--- config.mk ---
export PLATFORM = sky130hd
export DESIGN_NAME = div_req_sequencer
export DESIGN_NICKNAME = d
export VERILOG_FILES = /design/src/rtl/div_pkg.sv /design/src/rtl/div_watchdog.sv /design/src/rtl/div_req_sequencer.sv
export SDC_FILE = /design/constraint.sdc
export NUM_CORES = 1
export LEC_CHECK = 0
export ABC_AREA = 1
export CAP_MARGIN = 40
export CORE_MARGIN = 2
export CORE_UTILIZATION = 57
export CTS_CLUSTER_SIZE = 8
export DETAILED_ROUTE_END_ITERATION = 12
export DONT_BUFFER_PORTS = 1
export GPL_TIMING_DRIVEN = 1
export PLACE_DENSITY = 0.86
export SLEW_MARGIN = 10
export SYNTH_ARGS = -nofsm -noshare
export SYNTH_HDL_FRONTEND = slang
export SYNTH_SLANG_ARGS = --single-unit
export TNS_END_PERCENT = 10
--- constraint.sdc ---
create_clock -name clk -period 1.32 [get_ports clk]
set_input_delay 0.264 -clock clk [delete_from_list [all_inputs] [get_ports clk]]
set_output_delay 0.264 -clock clk [all_outputs]
set_load 0.01 [all_outputs]
--- src/rtl/div_pkg.sv ---
`default_nettype none
// ------------------------------------------------------------------
// div_pkg : shared state encoding, error codes and width default.
// Rev 1.0
// ------------------------------------------------------------------
package div_pkg;

    localparam int DIV_DATA_W = 8;

    localparam logic [1:0] ERR_OK   = 2'b00;
    localparam logic [1:0] ERR_DIV0 = 2'b01;
    localparam logic [1:0] ERR_OVF  = 2'b10;
    localparam logic [1:0] ERR_TMO  = 2'b11;

    typedef enum logic [2:0] {
        ST_IDLE     = 3'd0,
        ST_SEND_A   = 3'd1,
        ST_SEND_Q   = 3'd2,
        ST_SEND_M   = 3'd3,
        ST_WAIT_FIN = 3'd4,
        ST_CAP_R    = 3'd5,
        ST_CAP_Q    = 3'd6,
        ST_RESP     = 3'd7
    } state_t;

endpackage
`default_nettype wire

--- src/rtl/div_watchdog.sv ---
`default_nettype none
// ------------------------------------------------------------------
// div_watchdog : cycle counter for WAIT_FIN, expires at TIMEOUT-1.
// Rev 1.0
// ------------------------------------------------------------------
module div_watchdog #(
    parameter int TIMEOUT = 64
) (
    input  logic clk,
    input  logic rst,
    input  logic clear,
    input  logic enable,
    output logic expire
);

    localparam int CNT_W = (TIMEOUT > 2) ? $clog2(TIMEOUT) : 1;

    logic [CNT_W-1:0] count_q;
    logic [CNT_W-1:0] count_d;

    always_comb begin
        count_d = count_q;
        if (clear) begin
            count_d = '0;
        end else if (enable) begin
            count_d = count_q + 1'b1;
        end
    end

    always_ff @(posedge clk or negedge rst) begin
        if (!rst) begin
            count_q <= '0;
        end else begin
            count_q <= count_d;
        end
    end

    assign expire = enable && (count_q == CNT_W'(TIMEOUT - 1));

endmodule
`default_nettype wire

--- src/rtl/div_req_sequencer.sv ---
`default_nettype none
// ------------------------------------------------------------------
// div_req_sequencer : screens, serialises and collects requests for
// the 8-bit non-restoring divider.  Rev 1.0
// ------------------------------------------------------------------
module div_req_sequencer
    import div_pkg::*;
#(
    parameter int DATA_W  = DIV_DATA_W,
    parameter int TIMEOUT = 64
) (
    input  logic                  clk,
    input  logic                  rst,
    input  logic                  req_valid,
    output logic                  req_ready,
    input  logic [2*DATA_W-1:0]   req_dividend,
    input  logic [DATA_W-1:0]     req_divisor,
    output logic                  div_begin,
    output logic [DATA_W-1:0]     div_in_bus,
    input  logic                  div_fin,
    input  logic [DATA_W-1:0]     div_out_bus,
    output logic                  rsp_valid,
    input  logic                  rsp_ready,
    output logic [DATA_W-1:0]     rsp_quotient,
    output logic [DATA_W-1:0]     rsp_remainder,
    output logic [1:0]            rsp_err,
    output logic                  busy
);

    state_t             state_q, state_d;
    logic [DATA_W-1:0]  a_q, a_d;
    logic [DATA_W-1:0]  q_q, q_d;
    logic [DATA_W-1:0]  m_q, m_d;
    logic [DATA_W-1:0]  quo_q, quo_d;
    logic [DATA_W-1:0]  rem_q, rem_d;
    logic [1:0]         err_q, err_d;
    logic               wd_expire;

    div_watchdog #(
        .TIMEOUT (TIMEOUT)
    ) u_watchdog (
        .clk    (clk),
        .rst    (rst),
        .clear  (state_q != ST_WAIT_FIN),
        .enable (state_q == ST_WAIT_FIN),
        .expire (wd_expire)
    );

    always_comb begin
        state_d = state_q;
        a_d     = a_q;
        q_d     = q_q;
        m_d     = m_q;
        quo_d   = quo_q;
        rem_d   = rem_q;
        err_d   = err_q;
        case (state_q)
            ST_IDLE: begin
                if (req_valid) begin
                    a_d = req_dividend[2*DATA_W-1:DATA_W];
                    q_d = req_dividend[DATA_W-1:0];
                    m_d = req_divisor;
                    if (req_divisor == '0) begin
                        state_d = ST_RESP;
                        err_d   = ERR_DIV0;
                        quo_d   = '1;
                        rem_d   = req_dividend[DATA_W-1:0];
                    end else if (req_dividend[2*DATA_W-1:DATA_W] >= req_divisor) begin
                        // Upper half >= divisor means the quotient cannot fit in DATA_W bits.
                        state_d = ST_RESP;
                        err_d   = ERR_OVF;
                        quo_d   = '1;
                        rem_d   = req_dividend[DATA_W-1:0];
                    end else begin
                        state_d = ST_SEND_A;
                    end
                end
            end
            ST_SEND_A: state_d = ST_SEND_Q;
            ST_SEND_Q: state_d = ST_SEND_M;
            ST_SEND_M: state_d = ST_WAIT_FIN;
            ST_WAIT_FIN: begin
                if (div_fin) begin
                    state_d = ST_CAP_R;
                end else if (wd_expire) begin
                    state_d = ST_RESP;
                    err_d   = ERR_TMO;
                    quo_d   = '0;
                    rem_d   = '0;
                end
            end
            ST_CAP_R: begin
                rem_d   = div_out_bus;
                state_d = ST_CAP_Q;
            end
            ST_CAP_Q: begin
                quo_d   = div_out_bus;
                err_d   = ERR_OK;
                state_d = ST_RESP;
            end
            ST_RESP: begin
                if (rsp_ready) begin
                    state_d = ST_IDLE;
                end
            end
            default: state_d = ST_IDLE;
        endcase
    end

    always_ff @(posedge clk or negedge rst) begin
        if (!rst) begin
            state_q <= ST_IDLE;
            a_q     <= '0;
            q_q     <= '0;
            m_q     <= '0;
            quo_q   <= '0;
            rem_q   <= '0;
            err_q   <= ERR_OK;
        end else begin
            state_q <= state_d;
            a_q     <= a_d;
            q_q     <= q_d;
            m_q     <= m_d;
            quo_q   <= quo_d;
            rem_q   <= rem_d;
            err_q   <= err_d;
        end
    end

    // Operand byte is selected purely by state from registered operands.
    always_comb begin
        div_in_bus = '0;
        case (state_q)
            ST_SEND_A: div_in_bus = a_q;
            ST_SEND_Q: div_in_bus = q_q;
            ST_SEND_M: div_in_bus = m_q;
            default:   div_in_bus = '0;
        endcase
    end

    assign req_ready     = (state_q == ST_IDLE);
    assign busy          = (state_q != ST_IDLE);
    assign div_begin     = (state_q == ST_SEND_A);
    assign rsp_valid     = (state_q == ST_RESP);
    assign rsp_quotient  = quo_q;
    assign rsp_remainder = rem_q;
    assign rsp_err       = err_q;

endmodule
`default_nettype wire

==> run summary, run 1 <==
Global-route wire length before repair - 11.9 mm
DRC viols - 0
Worst-path clk slew - 100 ps
Sequential share of the synthesized area - 0.446
Routed len/inst - 18.2 um
PortBufs - 0
Die area - 0.00561 mm^2
Clk Latency, worst-skew pair - 320 ps
Max rail drop VDD - 0.00119 V
Final Non-Filler Cells - 449
Critical Path RT - 1060 ps
Pleak - 1.82 nW
Maxcap violations - 0
Antenna viol nets, final - 0
Final Max Tran Viols - 0
Synth unique cells - 31
Post-route cell area - 0.00352 mm^2
Hold Crit Class - in -> async
Kind of critical path - reg -> out
Initial core utilization - 0.598
Fin. Hold Viols - 51
R2R Path Start - state_q[1]
Nets - 427
Met2 Use GR - 0.467
Period utilisation layout - 1.32
Core Region - 0.00479 mm^2
Achievable clock frequency - 0.576 GHz
Vias - 2682
Vias in the first global route - 2568
Cells after DPL - 436
DR iter-0 viols - 367
H-tree levels - 2
Power per cell area - 2260 mW/mm^2
TritonCTS clock tree - yes
Final WS setup - -418 ps
Syn Inst Count - 340
Total CTS buffers - 5
FP Rows - 25
CP Launch Point - state_q[2]
Fin util - 0.735
Clock sink count - 51
Boundary Pins - 67
Seq cells post-synth - 51
Worst Path Arrival - 1470 ps
Root buffer selected by CTS - clkbuf_8
Hpwl dp - 5.05 mm
Most common cell after layout, fill and taps aside - nand2_1
Die H - 74.9 um
Vias/cell - 5.97
Warnings from Yosys - 0
Flop-to-flop setup slack - -370 ps
RSZ-0062 raised after global routing - yes
Hold slack - -374 ps
Violated checks - negative hold slack, negative setup slack
First-pass DRT Iterations - 6
Gp weighted congestion - 0.839
Max_slew headroom - 0.775
Fillers - 304
Dpl cell area - 0.00326 mm^2
Worst Setup Start Kind - flip-flop
Slew @ Worst Pin - 337 ps
Worst r2r path cells - 9
Final setup vio count - 61
Avg Cell Area, Syn - 8.42 um^2
Grt total ovfl - 0
Register area - 0.00128 mm^2
Most frequent cells in the layout - nand2_1 (90), dfrtp_1 (48), buf_4 (36)
Multi-input logic area - 0.00149 mm^2
Met3 global-route usage - 0.0750
Share of layout cells above drive strength 1 - 0.306
Syn nets - 386
Minimum clock period - 1740 ps
Global routing's busiest layer - met2
Total Wirelength - 8.18 mm
Worst setup EP type - output pin
Layout Skew - 9.64 ps
Diode count - 0
M1 GR Usage - 0.345
Die extent in x - 74.9 um
R2R Path End - rsp_err[0]
Status - finished, violations left
Area Growth Syn to Fin - 22.9%
Tot GR Track Use - 0.285
Pin count of the biggest net entering global routing - 52
Initial antenna violation count - 0
Critical path fanouts, max - 8
Clk buf depth - 2
Worst setup endpoint - div_in_bus[6]
Synthesized area - 0.00286 mm^2
layer usage:
metal / vias to the layer above / part of all wire
met5: - / 0
met4: 0 / 0.052
met3: 52 / 0.093
met2: 191 / 0.48
met1: 1249 / 0.38
li1: 1190 / -
timing repair:
item / 4_1_cts / 5_1_grt
pin swaps: 7 / 2
cloned: 0 / 0
buffers inserted: 5 / 0
gates resized for setup: 23 / 13
endpoints found under the hold margin: 51 / 51
endpoints found under the setup margin: 56 / 61
cells by family after synthesis:
group,after synthesis,share of synthesized area
fa+ha+maj,9,0.0393
compound gates,51,0.101
flops,51,0.446
simple gates,165,0.277
mux,8,0.0420
buf+inv,56,0.0953
cell usage after synthesis, drive strengths merged:
master    n  area [um^2]
nor3      3         25.0
nand4    18          113
a21o      1         7.51
ha        9          113
nand2   103          407
dfrtp    51         1280
o21ai    28          140
clkbuf    3         11.3
o22ai     8         50.1
a22oi     2         15.0
and3      1         6.26
mux2      8          120
nor2     26          149
a21boi    2         15.0
nand3    14         92.6
a21oi    10         61.3
buf       9         93.8
inv      44          168
metrics by stage:
step	power (mW)	TNS (ps)	worst slack [ps]	hold slack, ps
2_1_floorplan	5.26	-2600	-105	-31.6
3_3_place_gp	6.15	-6850	-196	-30.6
3_5_place_dp	6.33	-8810	-259	-30.8
4_1_cts	7.56	-13230	-364	-375
5_1_grt	8.43	-19720	-442	-388
6_report	7.95	-17050	-418	-374
critical path, cell delays in order (launching register included):
cell,delay [ps]
dfrtp_2,460
buf_6,150
nor3_4,180
buf_6,170
a22oi_2,80
nand2_2,110
registers in the layout (all words and copies together) (netlist names):
name                count
a_q                     8
m_q                     8
q_q                     8
rsp_quotient            8
rsp_remainder           8
u_watchdog.count_q      6
state_q                 3
rsp_err                 2
area by class of cell:
cell class / instances / area share
multi-input combinational: 233 / 0.424
sequential: 51 / 0.364
tap: 67 / 0.0238
timing repair buffer: 46 / 0.114
clock inverter: 2 / 0.00356
clock buffer: 6 / 0.0206
inverter: 44 / 0.0505
how the worst min path moves through the flow:
stage / slack (ps) / end / from
floorplan: -30 / a_q[0] / rst
global placement: -30 / rsp_quotient[0] / rst
detailed placement: -30 / rsp_quotient[0] / rst
CTS: -370 / rsp_quotient[0] / rst
global route: -390 / rsp_err[0] / rst
finish: -370 / rsp_quotient[0] / rst
power breakdown:
part	switching, mW	internal, mW
clock network	0.544	0.372
registers	0.663	2.26
logic	2.28	1.83
(Power assumes the default switching activity.)
==> inputs of run 2 (changes only) <==
Settings changed: SETUP_SLACK_MARGIN from default to 0.5.
==> run summary, run 2 (same netlist as run 1, synthesis figures left out) <==
Violated checks - negative hold slack, negative setup slack
Final setup vio count - 60
First-pass DRT Iterations - 5
PortBufs - 0
Most frequent cells in the layout - nand2_1 (89), dfrtp_1 (48), inv_1 (35)
Worst Setup Start Kind - flip-flop
Root buffer selected by CTS - clkbuf_8
Critical path fanouts, max - 8
Total Wirelength - 8.16 mm
Pleak - 1.82 nW
Layout Skew - 6.47 ps
Minimum clock period - 1730 ps
Register area - 0.00128 mm^2
Initial core utilization - 0.598
Share of layout cells above drive strength 1 - 0.314
Max_slew headroom - 0.754
Initial antenna violation count - 0
Final WS setup - -410 ps
Total CTS buffers - 5
Clk buf depth - 2
Vias in the first global route - 2568
Hold slack - -377 ps
Diode count - 0
Nets - 427
Dpl cell area - 0.00326 mm^2
Kind of critical path - reg -> out
Vias - 2659
Die extent in x - 74.9 um
Worst Path Arrival - 1470 ps
Worst slack at placement - -259 ps
Clock sink count - 51
Tot GR Track Use - 0.285
Slew @ Worst Pin - 369 ps
Achievable clock frequency - 0.578 GHz
Fillers - 302
Hold Crit Class - in -> async
FP Rows - 25
Maxcap violations - 0
Worst-path clk slew - 100 ps
Routed len/inst - 18.2 um
Boundary Pins - 67
Global-route wire length before repair - 11.9 mm
Area Growth Syn to Fin - 24.2%
H-tree levels - 2
Status - finished, violations left
Post-route cell area - 0.00356 mm^2
RSZ-0062 raised after global routing - yes
DRC viols - 0
Pin count of the biggest net entering global routing - 52
Worst setup EP type - output pin
Max rail drop VDD - 0.00116 V
Grt total ovfl - 0
Power per cell area - 2260 mW/mm^2
DR iter-0 viols - 442
Gp weighted congestion - 0.839
Core Region - 0.00479 mm^2
Hpwl dp - 5.05 mm
Period utilisation layout - 1.31
TritonCTS clock tree - yes
Clk Latency, worst-skew pair - 320 ps
Die area - 0.00561 mm^2
Fin. Hold Viols - 51
Die H - 74.9 um
Critical Path RT - 1060 ps
Antenna viol nets, final - 0
Final Max Tran Viols - 0
Vias/cell - 5.92
Multi-input logic area - 0.00150 mm^2
Most common cell after layout, fill and taps aside - nand2_1
==> run 2: cell types whose count changed in the layout (fill, tap and decap cells not counted), moves of 2 or more <==
cell / before / now
buf_4: 36 / 29
buf_6: 8 / 14
o21ai_0: 28 / 25
o21ai_1: 0 / 3
nand3_2: 7 / 9
nor2_2: 3 / 5
==> run 2: layout make-up <==
class | count | area share
timing repair buffer | 46 | 0.121
inverter | 44 | 0.0507
multi-input combinational | 233 | 0.421
tap | 67 | 0.0236
clock buffer | 6 | 0.0204
sequential | 51 | 0.360
clock inverter | 2 | 0.00352
==> run 2: power breakdown <==
| group | total, mW | switching, mW | leakage [nW] | internal, mW |
|---|---|---|---|---|
| sequential | 2.92 | 0.660 | 0.632 | 2.26 |
| clock | 0.927 | 0.555 | 0.0412 | 0.372 |
| combinational | 4.18 | 2.31 | 1.15 | 1.88 |
==> run 2: worst paths after layout <==
kind	startpoint	end	slack, ps	cells after the start
setup / recovery	state_q[2]	div_in_bus[5]	-410	5
hold / removal	rst	rsp_quotient[0]	-380	0
setup reg to reg	state_q[0]	rsp_err[0]	-360	9
hold reg to reg	m_q[3]	m_q[3]	510	2
max in group asynchronous	rst	state_q[2]	1600	0
min in group clk	req_dividend[14]	a_q[6]	80	1
==> run 2: what timing repair did <==
item                                    in CTS  in global routing
resized for setup                           23                 27
endpoints found under the setup margin      81                 81
buffers inserted                             5                  0
hold endpoints to repair                    51                 51
pin swaps                                    7                  4
==> run 2: metrics by stage <==
stage	hold slack (ps)	instances	utilization	TNS, ps	power [mW]
detailed placement	-30.8	436	0.681	-8810	6.33
global placement	-30.6	436	0.681	-6850	6.15
floorplan	-31.6	340	-	-2600	5.26
global route	-388	449	0.743	-17700	8.53
CTS	-375	449	0.723	-13230	7.56
finish	-377	449	0.743	-14290	8.03
==> run 2: worst max-delay path: stages (launching register included) <==
cell and delay (ps):
dfrtp_2 450, buf_6 140, nor3_4 190, buf_6 170, nand2_1 90, nand3_2 100
==> run 2: metal layers <==
metal,vias to the layer above,global-route usage,wire [um]
met5,-,0,0
met4,0,0.149,466
met3,43,0.0750,701
met2,163,0.467,3980
met1,1259,0.345,3010
li1,1194,-,-
==> inputs of run 3 (changes only) <==
Settings changed: CORE_UTILIZATION 57 to 65, PLACE_DENSITY 0.86 to 0.8.
Clock period 1.32 ns to 2 ns, I/O delays scaled along.
==> run summary, run 3 (same netlist as run 1, synthesis figures left out) <==
Slew @ Worst Pin - 402 ps
Area Growth Syn to Fin - 20.1%
Final setup vio count - 0
Pleak - 1.72 nW
Nets - 411
Layout Skew - 7.69 ps
Dpl cell area - 0.00300 mm^2
CP delay by family, top - flip-flops
Met3 global-route usage - 0.0635
Root buffer selected by CTS - clkbuf_8
Fin. Hold Viols - 51
CP bufs+invs - 2
Tot GR Track Use - 0.271
Final Max Tran Viols - 0
Critical path fanouts, max - 9
Max rail drop VDD - 0.000794 V
Worst Path Arrival - 1440 ps
Share of layout cells above drive strength 1 - 0.281
Core Region - 0.00429 mm^2
Crit-path max cell delay - 460 ps
TritonCTS clock tree - yes
Die area - 0.00495 mm^2
Global routing's busiest layer - met2
Gp weighted congestion - 0.872
First-pass DRT Iterations - 5
Hpwl dp - 4.71 mm
Hold Crit Class - in -> async
Initial antenna violation count - 0
Achievable clock frequency - 0.543 GHz
FP Rows - 24
Clk Latency, worst-skew pair - 310 ps
Maxcap violations - 0
Post-route cell area - 0.00344 mm^2
Antenna viol nets, final - 0
Global-route wire length before repair - 10.6 mm
DRC viols - 0
Vias - 2516
Total Wirelength - 7.50 mm
Total CTS buffers - 5
Critical path cell sequence - buf_4 -> nor3_4 -> buf_12 -> nand2_1 -> nand3_2
Kind of critical path - reg -> out
Most frequent cells in the layout - nand2_1 (91), dfrtp_1 (48), inv_1 (35)
Pin count of the biggest net entering global routing - 52
Setup tns final - 0 ps
RSZ-0062 raised after global routing - yes
Design Power - 5.10 mW
Initial core utilization - 0.667
Grt total ovfl - 0
Die extent in x - 70.4 um
Worst-path clk slew - 100 ps
Routed len/inst - 17.9 um
Status - finished, violations left
Vias in the first global route - 2222
Crit path max-delay cell type - dfrtp_2
Clock sink count - 51
Hold slack - -232 ps
Boundary Pins - 67
Max_slew headroom - 0.732
H-tree levels - 2
Worst Setup Start Kind - flip-flop
PortBufs - 0
Vias/cell - 6.02
Diode count - 0
Power per cell area - 1480 mW/mm^2
Minimum clock period - 1840 ps
Critical Path RT - 1600 ps
Worst setup EP type - output pin
Die H - 70.4 um
Violated checks - negative hold slack
Clk buf depth - 2
M1 GR Usage - 0.389
Most common cell after layout, fill and taps aside - nand2_1
DR iter-0 viols - 235
Period utilisation layout - 0.920
Met2 Use GR - 0.419
==> run 3: cell count changes in the layout (fill, tap and decap cells not counted), sizes merged <==
cell      change
buf          -21
clkbuf        -1
clkinv        -1
clkinvlp      +1
inv           +1
nand3         +4
nor2          +1
==> run 3: what timing repair did <==
action / 4_1_cts / 5_1_grt
gates cloned: 0 / 5
resized for setup: 17 / 16
pin swaps: 4 / 13
setup buffers: 8 / 11
endpoints found under the hold margin: 51 / 51
setup endpoints to repair: 57 / 57
==> run 3: layer usage <==
metal	wire length, um	up-vias
li1	-	1173
met1	3140	1185
met2	3610	140
met3	591	18
met4	157	0
met5	0	-
==> run 3: worst reg2reg max path, delay by kind of cell, from the launching register on <==
family                 cells  cell delay [ps]
buffers and inverters      4              540
and+or+nand+nor            5              500
DFF                        1              470
AOI/OAI and AO/OA          1              220
==> run 3: cell type report <==
class                      count  area, um^2
clock buffer                   5        68.8
multi-input combinational    238        1570
fill                         269         857
clock inverter                 3        23.8
sequential                    51        1280
tap                           52        65.1
inverter                      44         195
timing repair buffer          25         236
==> run 3: where the power goes <==
group	switching [mW]	internal (mW)
Sequential	0.448	1.49
Clock	0.367	0.251
Combinational	1.48	1.06
==> run 3: stage by stage <==
stage | instances | worst slack [ps] | hold WS, ps | utilization
3_5_place_dp | 386 | 58.9 | 105 | 0.698
5_1_grt | 418 | 119 | -248 | 0.800
4_1_cts | 402 | 185 | -235 | 0.753
3_3_place_gp | 386 | 87.3 | 105 | 0.698
6_report | 418 | 159 | -232 | 0.800
2_1_floorplan | 340 | 478 | 104 | -
==> run 3: final timing paths <==
kind / from / endpoint / slack (ps) / depth (start not counted)
setup / recovery: state_q[1] / div_in_bus[4] / 160 / 5
hold / removal: rst / a_q[0] / -230 / 0
setup reg to reg: state_q[0] / rsp_quotient[2] / 170 / 10
hold reg to reg: m_q[4] / m_q[4] / 490 / 2
max in group asynchronous: rst / state_q[2] / 2130 / 0
min in group clk: req_divisor[3] / m_q[3] / 220 / 2
